`src/rtl/thermo_pkg.sv`:
```
// Shared thermostat constants, FSM state type and the raw-to-temperature clamp.
// Imported by the sensor front end and by the heating/cooling controller.
package thermo_pkg;
    localparam int TEMP_W       = 5;
    localparam int RAW_W        = 8;
    localparam int TEMP_MAX     = 31;
    localparam int SUM_W        = 7;
    localparam int SHIFT_CYCLES = 16;

    localparam logic [TEMP_W-1:0] DEADBAND_LO = 5'd18;
    localparam logic [TEMP_W-1:0] DEADBAND_HI = 5'd22;

    typedef enum logic [1:0] {
        IDLE,
        SETUP,
        SHIFT,
        DONE
    } state_e;

    function automatic logic [TEMP_W-1:0] clamp_temp(input logic [RAW_W-1:0] raw);
        return (raw > RAW_W'(TEMP_MAX)) ? TEMP_W'(TEMP_MAX) : raw[TEMP_W-1:0];
    endfunction
endpackage

```
`src/rtl/moving_avg4.sv`:
```
// 4-sample moving average with fill tracking; avg/full follow the registered history, 1 cycle after push.
// No backpressure: every push is accepted.
module moving_avg4
    import thermo_pkg::*;
(
    input  logic              clk,
    input  logic              rst,
    input  logic              push,
    input  logic [TEMP_W-1:0] din,
    output logic [TEMP_W-1:0] avg,
    output logic              full
);
    localparam int         DEPTH    = 4;
    localparam logic [2:0] FILL_MAX = 3'd4;

    logic [DEPTH-1:0][TEMP_W-1:0] hist_q, hist_d;
    logic [2:0]                   fill_q, fill_d;
    logic [SUM_W-1:0]             sum;

    always_comb begin
        hist_d = hist_q;
        fill_d = fill_q;
        if (push) begin
            hist_d = {hist_q[DEPTH-2:0], din};
            if (fill_q != FILL_MAX) begin
                fill_d = fill_q + 3'd1;
            end
        end
    end

    always_comb begin
        sum = '0;
        for (int i = 0; i < DEPTH; i++) begin
            sum = sum + SUM_W'(hist_q[i]);
        end
    end

    // Divide by four by dropping the two LSBs: truncation, not rounding.
    assign avg  = sum[SUM_W-1:2];
    assign full = (fill_q == FILL_MAX);

    always_ff @(posedge clk or posedge rst) begin
        if (rst) begin
            hist_q <= '0;
            fill_q <= '0;
        end else begin
            hist_q <= hist_d;
            fill_q <= fill_d;
        end
    end
endmodule

```
`src/rtl/temp_sensor_if.sv`:
```
// Periodic 3-wire sensor read, clamp and 4-sample average; temp_valid 19 cycles after conversion start.
// No backpressure: enable only gates new starts, a running conversion always completes.
module temp_sensor_if
    import thermo_pkg::*;
#(
    parameter int unsigned       SAMPLE_DIV = 1000,
    parameter logic [TEMP_W-1:0] RESET_TEMP = 5'd20
) (
    input  logic              clk,
    input  logic              rst,
    input  logic              enable,
    input  logic              sensor_sdo,
    output logic              sensor_cs_n,
    output logic              sensor_sclk,
    output logic [TEMP_W-1:0] temperature,
    output logic              temp_valid,
    output logic              over_range
);
    localparam int               CNT_W      = $clog2(SAMPLE_DIV);
    localparam logic [CNT_W-1:0] DIV_LAST   = CNT_W'(SAMPLE_DIV - 1);
    localparam logic [3:0]       PHASE_LAST = 4'(SHIFT_CYCLES - 1);

    logic [CNT_W-1:0]  div_q, div_d;
    state_e            state_q, state_d;
    logic [3:0]        phase_q, phase_d;
    logic [RAW_W-1:0]  raw_q, raw_d;
    logic              cs_n_q, cs_n_d;
    logic              sclk_q, sclk_d;
    logic              over_q, over_d;
    logic              upd_q;
    logic [TEMP_W-1:0] temp_q, temp_d;
    logic              vld_q, vld_d;

    logic              wrap, start, sample, push;
    logic [TEMP_W-1:0] clamped, avg;
    logic              full;

    // Start is taken on the wrap edge itself, so SETUP coincides with div_q == 0
    // and the all-zero counter straight out of reset never triggers a start.
    assign wrap  = (div_q == DIV_LAST);
    assign start = wrap && enable && (state_q == IDLE);
    assign div_d = wrap ? '0 : div_q + 1'b1;

    always_comb begin
        state_d = state_q;
        phase_d = phase_q;
        case (state_q)
            IDLE: begin
                if (start) begin
                    state_d = SETUP;
                end
            end
            SETUP: begin
                state_d = SHIFT;
                phase_d = '0;
            end
            SHIFT: begin
                phase_d = phase_q + 4'd1;
                if (phase_q == PHASE_LAST) begin
                    state_d = DONE;
                end
            end
            DONE: begin
                state_d = IDLE;
            end
            default: begin
                state_d = IDLE;
            end
        endcase
    end

    // Bus pins are registered from the next state so they line up with state_q.
    assign cs_n_d = !((state_d == SETUP) || (state_d == SHIFT));
    assign sclk_d = (state_d == SHIFT) && !((state_q == SHIFT) && sclk_q);
    assign sample = sclk_d && !sclk_q;
    assign raw_d  = sample ? {raw_q[RAW_W-2:0], sensor_sdo} : raw_q;

    assign push    = (state_q == DONE);
    assign clamped = clamp_temp(raw_q);
    assign over_d  = push ? (raw_q > RAW_W'(TEMP_MAX)) : over_q;

    assign vld_d  = upd_q && full;
    assign temp_d = vld_d ? avg : temp_q;

    moving_avg4 u_avg (
        .clk  (clk),
        .rst  (rst),
        .push (push),
        .din  (clamped),
        .avg  (avg),
        .full (full)
    );

    always_ff @(posedge clk or posedge rst) begin
        if (rst) begin
            div_q   <= '0;
            state_q <= IDLE;
            phase_q <= '0;
            raw_q   <= '0;
            cs_n_q  <= 1'b1;
            sclk_q  <= 1'b0;
            over_q  <= 1'b0;
            upd_q   <= 1'b0;
            temp_q  <= RESET_TEMP;
            vld_q   <= 1'b0;
        end else begin
            div_q   <= div_d;
            state_q <= state_d;
            phase_q <= phase_d;
            raw_q   <= raw_d;
            cs_n_q  <= cs_n_d;
            sclk_q  <= sclk_d;
            over_q  <= over_d;
            upd_q   <= push;
            temp_q  <= temp_d;
            vld_q   <= vld_d;
        end
    end

    assign sensor_cs_n = cs_n_q;
    assign sensor_sclk = sclk_q;
    assign temperature = temp_q;
    assign temp_valid  = vld_q;
    assign over_range  = over_q;
endmodule

```
`config.mk`:
```
export PLATFORM = sky130hd
export DESIGN_NAME = temp_sensor_if
export DESIGN_NICKNAME = d
export VERILOG_FILES = /design/src/rtl/thermo_pkg.sv /design/src/rtl/moving_avg4.sv /design/src/rtl/temp_sensor_if.sv
export SDC_FILE = /design/constraint.sdc
export NUM_CORES = 1
export LEC_CHECK = 0
export CAP_MARGIN = 20
export CORE_MARGIN = 5
export CORE_UTILIZATION = 30
export CTS_CLUSTER_DIAMETER = 40
export DETAILED_ROUTE_END_ITERATION = 8
export GPL_TIMING_DRIVEN = 0
export PLACE_DENSITY_LB_ADDON = 0.08
export SLEW_MARGIN = 20
export SYNTH_ARGS = -nofsm -noshare
export SYNTH_HDL_FRONTEND = slang
export SYNTH_SLANG_ARGS = --single-unit
```
`constraint.sdc`:
```
create_clock -name clk -period 7.85 [get_ports clk]
set_input_delay 0.785 -clock clk [delete_from_list [all_inputs] [get_ports clk]]
set_output_delay 0.785 -clock clk [all_outputs]
set_load 0.02 [all_outputs]
```
## After elaboration in Yosys (flattened, before gate mapping)

Cells that the tools add are included.
W data, S select, Z words.

- Add/subtract/negate cells: 6
- Magnitude comparators: 1
- Equality and inequality tests: 9
- Mux-type cells: 6
- Reductions and logical operators: 13

Operators with widths:

| cell | number |
|---|---|
| $add A7 B5 Y7 | 2 |
| $add A10 B1 Y10 const B | 1 |
| $eq A10 B10 Y1 const B | 1 |
| $mux W10 | 1 |
| $gt A8 B5 Y1 const B | 1 |
| $pmux W2 S4 | 1 |
| $pmux W4 S2 | 1 |
| $add A5 B5 Y6 | 1 |
| $eq A2 B2 Y1 const B | 3 |
| $logic_and A1 B1 Y1 | 6 |
| $mux W5 | 1 |
| $add A4 B1 Y4 const B | 1 |
| $eq A2 B1 Y1 const B | 2 |
| $eq A4 B4 Y1 const B | 1 |
| $mux W2 | 2 |
| $add A3 B1 Y3 const B | 1 |
| $eq A3 B3 Y1 const B | 1 |
| $logic_not A1 Y1 | 3 |
| $ne A3 B3 Y1 const B | 1 |
| $logic_not A2 Y1 | 1 |
| $reduce_and A2 Y1 | 1 |
| $reduce_bool A2 Y1 | 1 |
| $logic_or A1 B1 Y1 | 1 |

- Register bits after elaboration: 57
- Input port bits: 4
- Output and inout port bits: 9
- Logic and storage cells: 50

## Depth between registers and ports, before layout

- Depth in word-level cells: 8
- Gate-level depth with buffers: 12
- Mapped depth without buffers: 12

## By module

Synthesis repeated with hierarchy kept, for this count alone.

- Cell total of the unflattened synthesis: 259
- Area, all modules: 2832.7 µm²

By module, submodules not included:

| module | times used | cells each | area each (µm²) |
|---|---|---|---|
| temp_sensor_if | 1 | 128 | 1541.5 |
| moving_avg4 | 1 | 131 | 1291.2 |

## Worst setup path before layout

OpenSTA, ideal clock, no wires.

- Kind: register to register
- Start: register u_avg.hist_q[0] (netlist name)
- End: register temp_q[3] (netlist: temperature[3])
- Setup time: 135 ps
- Arrival time: 2722 ps
- Setup slack: 4993 ps
- Cell stages (with the launch flop): 11
- Path buffers: 0
- Period minus slack after synthesis: 2857 ps
- Cells stage by stage: dfrtp_1 > ha_1 > fa_1 > inv_1 > fa_1 > or2_2 > fa_1 > nand2b_1 > a21oi_1 > xnor2_1 > o21ai_0

- Longest elaborated chain between the ends: 3

RTL lines:

| element | line | text |
|---|---|---|
| start, declared | moving_avg4.sv:16 | `logic [DEPTH-1:0][TEMP_W-1:0] hist_q, hist_d;` |
| start signal, assigned | moving_avg4.sv:47 | `hist_q <= hist_d;` |
| $add A5 B5 Y6 | moving_avg4.sv:34 | `sum = sum + SUM_W'(hist_q[i]);` |
| $add A7 B5 Y7 (2 in series) | moving_avg4.sv:34 |  |
| end signal, assigned | temp_sensor_if.sv:115 | `temp_q <= temp_d;` |
| end, declared | temp_sensor_if.sv:31 | `logic [TEMP_W-1:0] temp_q, temp_d;` |

No other way between the ends.
A chain may end at the register's enable or synchronous reset.

## Worst setup path after layout

Ends and elaborated chain as after synthesis.

==> impl_metrics.ini <==
[logic_synthesis]
post_synthesis_cell_type_count = 36
synth_area_sq_um = 2810
synth_seq_cells = 57
post_synth_inst_count = 252
synth.avg_cell_area_sq_um = 11.15
synthDominantCellAreaShare_pct = 48.09
dominant_cell_type_by_area_after_synthesis = sky130_fd_sc_hd__dfrtp_1
ys_dominant_reg_cell = sky130_fd_sc_hd__dfrtp_1
number_of_nets_in_the_synthesized_netlist = 281
share_of_flip_flops_with_an_asynchronous_set_or_reset_after_synthesis_pct = 100.0
yosysWarningCount = 0
synth-seq-area-share_pct = 50.89
synth_top_cells_by_count = 54 x sky130_fd_sc_hd__dfrtp_1, 26 x sky130_fd_sc_hd__nand2_1, 25 x sky130_fd_sc_hd__inv_1
count_of_flip_flops_with_a_built_in_enable_after_synthesis = 0
synth_area_leaders = sky130_fd_sc_hd__dfrtp_1 48%, sky130_fd_sc_hd__ha_1 8.5%, sky130_fd_sc_hd__mux2_2 6.4%
synth_most_common_cell = sky130_fd_sc_hd__dfrtp_1

[setup_path]
cp_data_arrival_time_ps = 3220
critPathKind = flop to flop
setup.worst_path.start_class = flop
timing.critical_path.fanout_max = 3
timing.critical_path.required_ps = 8050
crit_path_end_kind = flop

[sta]
finalWorstSetupSlack_ps = 4825
slew_viol_final = 0
period_share_pct = 38.53
grt_setup_unrepaired = no
clock-skew-final_ps = 7.011
min_period_ps = 3025
clock.fmax_mhz = 330.6
setup_violations = 0
worst_slew_pin_slew_ps = 813.5
number_of_endpoints_with_negative_hold_slack_in_the_final_report = 0
whs_ps = 472.8
setup_total_negative_slack_ps = 0
maxSlewHeadroom_pct = 45.31

[drt]
detail_route.drc_violations = 0
drt_iter0_drc = 30
post_drt_via_cell_ratio = 4.592
route.vias.total = 1800
routed_wl_mm = 4.843
postRouteAntennaNets = 0
drt_pass1_iterations = 4
post_drt_wl_per_cell_um = 12.35

[place]
post-place-ws_ps = 4817
placement.io_buffers = 12
globalplace.congestion = 0.7217
hpwlAfterDp_mm = 3.434

[clock_tree]
cts_setup_buffers = 0
cts_resized = 0
clkSinkCount = 57
root_buffer = sky130_fd_sc_hd__clkbuf_8
tritoncts = yes
path_clk_slew_ps = 70
worstSkewPairLatency_ps = 330
cts_inserted_buffers = 9
clk_path_buf_depth = 2
post_cts_hold_buffer_count = 0
cts_htree_levels = 3

[cells_and_area]
antenna_cells_inserted = 0
final_net_count = 305
final_layout_size_suffix_gt1_share_pct = 13.88
finish.utilization_pct = 35.86
area_growth_pct = 17.36

[global_route]
global_route.usage.total_pct = 9.519
antenna_found_initial = 0
first_global_vias = 1841
globalRoute.totalOverflow = 0
grt_first_pass_wirelength_mm = 8.659
grt_max_degree = 47

[floorplan]
die_w_um = 106.8
fp.dieArea_sq_um = 11400
die_height_um = 106.8
design.core.area_sq_um = 9196
floorplan.rows = 35
floorplan.initialDensity_pct = 30.56
floorplan.io_pins = 13

[min_path]
worstHoldPathType = flop to flop

[flow_run]
max_cap_viol_count = 0

[power]
p_per_area_nw_per_um2 = 176.5
p_leak_uw = 0.001596
max-vdd-ir-drop_v = 0.00006249

[status]
outcome = finished, final reports clean
[metal layers]
layer,vias up,global-route usage (%),share of wire (%)
met5,-,0,0
met4,0,4.932,2.3
met3,9,2.167,3.0
met2,18,13.58,43
met1,862,13.40,52
li1,911,-,-
[power breakdown]
| group | leakage [uW] | switching [uW] | internal, uW |
|---|---|---|---|
| combinational | 0.000722 | 6.21 | 2.86 |
| clock | 0.000103 | 116 | 163 |
| sequential | 0.000771 | 0 | 294 |
| total | 0.00160 | 122 | 460 |
[placed cells by master (no fill, tap or decap), drive strengths merged]
cell type and n:
dfrtp 54, nand2 26, inv 25, o21ai 20
ha 19, clkbuf 17, mux2 16, clkdlybuf4s50 12
nor2 10, a21oi 9, nand3 8, xor2 7
mux2i 6, fa 6, xnor2 5, a21o 4
buf 4, nor2b 3, dfstp 3, o31ai 2
a21boi 2, nand2b 2, and3 2, a41oi 2
nor3 2, a31oi 2, clkinv 2, a211oi 1
nand4bb 1, nand4b 1, a41o 1, or2 1
and4 1, and3b 1, o21bai 1, nand4 1
o211ai 1, bufinv 1
[through the flow]
stage	cell area, sq um	total power (uW)	cells
2_1_floorplan	2810	303.5	252
3_3_place_gp	3069	307.2	375
3_5_place_dp	3099	309.1	376
4_1_cts	3298	593.4	392
5_1_grt	3298	605.6	392
6_report	3298	582.0	392
[worst paths after layout]
path | from | end | slack [ps] | cells after the start
worst max-delay path | u_avg.hist_q[0] | temperature[3] | 4830 | 10
worst min-delay path | temperature[2] | temperature[2] | 470 | 2
worst max register to register | u_avg.hist_q[0] | temperature[3] | 4830 | 10
worst min register to register | temperature[2] | temperature[2] | 470 | 2
max in group asynchronous | rst | temperature[4] | 6610 | 3
min in group asynchronous | rst | raw_q[0] | 710 | 2
[registers in the layout, indices dropped and copies added, names as in the netlist]
name / cells
phase_q: 4
state_q: 2
sensor_cs_n: 1
temperature: 5
div_q: 10
temp_valid: 1
raw_q: 8
over_range: 1
u_avg.fill_q: 3
upd_q: 1
sensor_sclk: 1
u_avg.hist_q: 20
[cells by family (layout without fill, tap and decap cells)]
logic type / count (synthesis) / count (layout) / synth area share (%)
xor gates and xnor gates: 12 / 12 / 3.740
and+or+nand+nor: 59 / 59 / 9.929
AOI/OAI and AO/OA: 45 / 45 / 9.528
buffers and inverters: 32 / 61 / 4.630
DFF: 57 / 57 / 50.89
muxes: 22 / 22 / 8.549
adders and majority gates: 25 / 25 / 12.73
[critical path, stage by stage (launching register included)]
cell and delay [ps]:
sky130_fd_sc_hd__dfrtp_1 410, sky130_fd_sc_hd__ha_1 250, sky130_fd_sc_hd__fa_1 490, sky130_fd_sc_hd__inv_1 50, sky130_fd_sc_hd__fa_1 450, sky130_fd_sc_hd__or2_2 320, sky130_fd_sc_hd__fa_1 400, sky130_fd_sc_hd__nand2b_1 160
sky130_fd_sc_hd__a21oi_1 160, sky130_fd_sc_hd__xnor2_1 130, sky130_fd_sc_hd__o21ai_0 80
[area by class of cell]
cell class,count,area (sq um)
fill,941,5898
sequential,57,1430
multi-input combinational,163,1250
clock buffer,13,158.9
timing repair buffer,13,147.6
tap,111,138.9
inverter,25,96.34
clock inverter,3,40.04
buffer,7,36.28
Power figures use the tool's default switching activity.
